File: src/rtl/bank_call_display.sv
// Hall call board: detects new "ticket N to desk D" calls from the ticket machine,
// queues them, and presents each one with a chime pulse followed by a hold time.
module bank_call_display #(
  parameter int DEPTH        = 4,
  parameter int CHIME_CYCLES = 4,
  parameter int HOLD_CYCLES  = 16
) (
  input  logic                     clk,
  input  logic                     rst_n,
  input  logic [6:0]               Tickernum,
  input  logic [1:0]               Desknum,
  input  logic [2:0]               ticket_ServiceType,
  output logic [6:0]               disp_ticket,
  output logic [1:0]               disp_desk,
  output logic [2:0]               disp_service,
  output logic                     disp_valid,
  output logic                     chime,
  output logic [$clog2(DEPTH):0]   queue_count,
  output logic                     overflow
);

  localparam int AW   = $clog2(DEPTH);
  localparam int CW   = AW + 1;
  localparam int MAXT = (CHIME_CYCLES > HOLD_CYCLES) ? CHIME_CYCLES : HOLD_CYCLES;
  localparam int TW   = $clog2(MAXT + 1);
  localparam int EW   = 12;

  localparam logic [CW-1:0] FULL_CNT = CW'(DEPTH);
  localparam logic [TW-1:0] CHIME_LD = TW'(CHIME_CYCLES);
  localparam logic [TW-1:0] HOLD_LD  = TW'(HOLD_CYCLES);
  localparam logic [TW-1:0] TIMER_ONE = TW'(1);

  typedef enum logic [1:0] {IDLE, CHIME, SHOW} state_t;

  state_t          state, state_nxt;
  logic [TW-1:0]   timer, timer_nxt;
  logic [8:0]      prev;
  logic [EW-1:0]   mem [DEPTH];
  logic [AW-1:0]   wr_ptr, rd_ptr;
  logic [EW-1:0]   head;
  logic            new_call, full, empty, pop, push, drop;

  // A call is a change of {ticket, desk} to a non-zero ticket; service changes alone are ignored.
  assign new_call = (Tickernum != 7'd0) && ({Tickernum, Desknum} != prev);
  assign full     = (queue_count == FULL_CNT);
  assign empty    = (queue_count == '0);
  assign push     = new_call && (!full || pop);
  assign drop     = new_call && full && !pop;
  assign head     = mem[rd_ptr];

  always_comb begin
    state_nxt = state;
    timer_nxt = timer;
    pop       = 1'b0;
    case (state)
      IDLE: begin
        if (!empty) begin
          pop       = 1'b1;
          timer_nxt = CHIME_LD;
          state_nxt = CHIME;
        end
      end
      CHIME: begin
        if (timer == TIMER_ONE) begin
          timer_nxt = HOLD_LD;
          state_nxt = SHOW;
        end else begin
          timer_nxt = timer - TIMER_ONE;
        end
      end
      SHOW: begin
        if (timer == TIMER_ONE) begin
          if (!empty) begin
            pop       = 1'b1;
            timer_nxt = CHIME_LD;
            state_nxt = CHIME;
          end else begin
            timer_nxt = '0;
            state_nxt = IDLE;
          end
        end else begin
          timer_nxt = timer - TIMER_ONE;
        end
      end
      default: begin
        timer_nxt = '0;
        state_nxt = IDLE;
      end
    endcase
  end

  always_ff @(posedge clk or negedge rst_n) begin
    if (!rst_n) begin
      state <= IDLE;
      timer <= '0;
      chime <= 1'b0;
    end else begin
      state <= state_nxt;
      timer <= timer_nxt;
      chime <= (state_nxt == CHIME);
    end
  end

  // Queue storage carries no reset; validity is tracked by the pointers and count.
  always_ff @(posedge clk) begin
    if (push) mem[wr_ptr] <= {Tickernum, Desknum, ticket_ServiceType};
  end

  always_ff @(posedge clk or negedge rst_n) begin
    if (!rst_n) begin
      prev        <= '0;
      wr_ptr      <= '0;
      rd_ptr      <= '0;
      queue_count <= '0;
      overflow    <= 1'b0;
    end else begin
      prev <= {Tickernum, Desknum};
      if (push) wr_ptr <= wr_ptr + AW'(1);
      if (pop)  rd_ptr <= rd_ptr + AW'(1);
      case ({push, pop})
        2'b10:   queue_count <= queue_count + CW'(1);
        2'b01:   queue_count <= queue_count - CW'(1);
        default: queue_count <= queue_count;
      endcase
      if (drop) overflow <= 1'b1;
    end
  end

  always_ff @(posedge clk or negedge rst_n) begin
    if (!rst_n) begin
      disp_ticket  <= '0;
      disp_desk    <= '0;
      disp_service <= '0;
      disp_valid   <= 1'b0;
    end else if (pop) begin
      disp_ticket  <= head[11:5];
      disp_desk    <= head[4:3];
      disp_service <= head[2:0];
      disp_valid   <= 1'b1;
    end
  end

endmodule

File: config.mk
export PLATFORM = sky130hd
export DESIGN_NAME = bank_call_display
export DESIGN_NICKNAME = d
export VERILOG_FILES = /design/src/rtl/bank_call_display.sv
export SDC_FILE = /design/constraint.sdc
export NUM_CORES = 1
export LEC_CHECK = 0
export CAP_MARGIN = 30
export CORE_MARGIN = 10
export CORE_UTILIZATION = 25
export DETAILED_ROUTE_END_ITERATION = 8
export MAX_ROUTING_LAYER = met4
export SYNTH_ARGS = -nofsm -noshare
export SYNTH_HDL_FRONTEND = slang
export SYNTH_SLANG_ARGS = --single-unit
File: constraint.sdc
create_clock -name clk -period 3.4 [get_ports clk]
set_input_delay 0.68 -clock clk [delete_from_list [all_inputs] [get_ports clk]]
set_output_delay 0.68 -clock clk [all_outputs]
set_load 0.01 [all_outputs]
==> results.toml <==
[run_status]
status = "complete, no violations"

[drt]
ant_nets = 0
drtPass1Iterations = 4
drt-vias-per-instance = 4.24
post_drt_wl_per_cell_um = 15.9
wirelength_mm = 6.89
via_count = 1841
drtIter0Drc = 176
drc_errors = 0

[logic_synthesis]
synth-main-ff-cell = "edfxtp_1"
netlist.top_cell.by_area = "edfxtp_1"
netlist_area_mm2 = 0.00351
yosysWarningCount = 0
synthTopCellsByArea = "edfxtp_1 41%, dfrtp_1 27%, mux4_2 7.7%"
yosys.area.top_type_share_pct = 41.1
synth_cells = 210
synth-async-reset-ratio_pct = 44.2
netlist-cell-type-count = 39
synth-seq-area-share_pct = 68.1
synth-seq-cells = 86
synth-edff-count = 48
post_synth_net_total = 231
synth.avg_cell_area_um2 = 16.7

[cells_and_area]
area.growth.synth_to_final_pct = 23.4
mostFrequentLayoutCell = "edfxtp_1"
num_antenna_cells = 0
layout-drive-gt1-share_pct = 20.9
highest_count_cells_in_the_layout_ignoring_fill_and_taps = "48 x edfxtp_1, 38 x dfrtp_1, 30 x clkdlybuf4s50_1"
fin_nets = 270

[worst_setup_path]
critical_path_arrival_ps = 2800
worst_r2r_src = "timer[1]$_DFFE_PN0P_"
cp_data_required_time_ps = 3370
sort_of_element_at_the_start_of_the_critical_path = "input port"
regToRegSetupSlack_ps = 760
cp-end-kind = "flop"
worstSetupPathDepth = 7
critical_path.top_delay_family = "simple AND/OR/NAND/NOR gates"
count_of_buffer_and_inverter_cells_on_the_critical_path = 2
worst-r2r-cell-count = 7
r2r-end = "mem[2][7]$_DFFE_PP_"
critical-path-slowest-cell = "clkdlybuf4s50_1"
path_max_fanout = 12
cp_cell_sequence = "clkdlybuf4s50_1 > xnor2_1 > nand3_1 > o31ai_1 > buf_4 > and2b_1 > and2_1"
critical-path-max-stage-delay_ps = 640
criticalPathCategory = "input port to flop"

[timing]
final_hold_viol_count = 0
fin_worst_hold_slack_ps = 134
timing.clock.skew_ps = 8.77
finalCritPeriodShare_pct = 83.1
setup_violations = 0
period_minus_slack_ps = 2830
total_negative_setup_slack_ps = 0
slew_headroom_pct = 41.4
report.final.slew_viol_count = 0
unrepaired_setup_endpoints_after_global_routing = "no"
fmax_mhz = 354
tightestPinTransition_ps = 878

[clock_tree]
clock_sink_count = 86
postCtsResizedCells = 0
clkTransAtPathRegs_ps = 60
post_cts_setup_buffer_count = 0
worstSkewPairLatency_ps = 340
htreeDepth = 3
clk_path_buf_depth = 2
cts-buffers-inserted = 9
cts-root-buf = "clkbuf_16"
tritoncts = "built"
cts_hold_repair.buffers = 0

[global_route]
grt_pass1_wl_mm = 11.1
antenna_found_initial = 0
grt_max_degree = 39
overflow = 0
grt_util_all_layers_pct = 7.56
first_global_vias = 1915

[run]
maxCapViolCount = 0

[floorplanning]
floorplan.core_area_mm2 = 0.0138
die_height_um = 139
dieWidth_um = 139
start_util_pct = 25.4
dieArea_mm2 = 0.0192
rows = 43
floorplan.io_pins = 32

[pwr]
total_power_mw = 4.06
p_leak_nw = 1.55
p_per_area_mw_per_mm2 = 938
ir_drop_mv = 0.496

[placed_design]
hpwl_after_detailed_placement_mm = 4.52
port_buffers = 31
place_congestion = 0.731

[worst_hold_path]
worstHoldPathType = "input port to asynchronous set/reset pin"
## sequential cells by signal, summed over array words and instances, names as in the netlist, 3 cells and up
register and count:
timer 5, mem 48, disp_ticket 7, disp_service 3, prev 9, queue_count 3
## worst reg2reg max path, delay by kind of cell, from the launching register on
family / cells / cell delay [ps]
AOI/OAI and AO/OA: 1 / 260
adders and majority gates: 1 / 170
buffers and inverters: 1 / 90
DFF: 1 / 400
and+or+nand+nor: 4 / 1350
## layer usage
metal	GRT usage (%)	wire (um)	vias up
met2	10.9	3140	46
met3	3.05	318	9
met5	-	0	-
met4	2.00	85	0
met1	9.60	3350	928
li1	-	-	858
## synth_stat cells (2+ instances only)
library cell	count
mux2_2	13
nor3_1	5
o31ai_1	2
o22ai_1	3
o21ai_0	4
inv_1	7
ha_1	6
clkbuf_1	5
a21oi_1	5
buf_6	3
nor2_1	6
mux4_2	12
dfrtp_1	38
edfxtp_1	48
xnor2_1	15
mux2i_1	2
a211oi_1	2
and2_1	4
nand2_1	10
## metrics by stage
step	instance area, um2	worst slack (ps)	utilization, %	instances
detailed placement	4020	179	29.1	417
global route	4330	428	31.3	434
global placement	4020	225	29.1	417
CTS	4310	544	31.2	433
floorplan	3510	769	-	210
finish	4330	573	31.3	434
## worst max path at each step
| stage | from | endpoint |
|---|---|---|
| finish | Tickernum[6] | mem[2][7]$_DFFE_PP_ |
| global route | Tickernum[5] | mem[2][7]$_DFFE_PP_ |
| CTS | Tickernum[6] | mem[2][7]$_DFFE_PP_ |
| detailed placement | Tickernum[6] | mem[0][7]$_DFFE_PP_ |
| global placement | Tickernum[6] | mem[0][7]$_DFFE_PP_ |
| floorplan | timer[1]$_DFFE_PN0P_ | queue_count[2]$_DFFE_PN0P_ |
## power by group
group / switching, mW / internal [mW]
registers: 0.288 / 1.53
logic: 0.595 / 0.697
clock network: 0.410 / 0.540
## cell type report
class                           instances  area, um2
Multi-Input combinational cell        108       1030
Sequential cell                        86       2390
Clock buffer                           11        253
Inverter                                7       26.3
Timing Repair Buffer                   37        363
Clock inverter                          5       37.5
Fill cell                            1344       9500
Tap cell                              180        225
## kinds of logic after synthesis
kind of cell,count (synthesis),share of synthesized area [%]
xor+xnor,17,4.46
compound gates,21,3.85
buf+inv,16,2.39
flops,86,68.1
simple gates,36,6.02
fa+ha+maj,7,2.71
mux,27,12.4
Power figures use the tool's default switching activity.
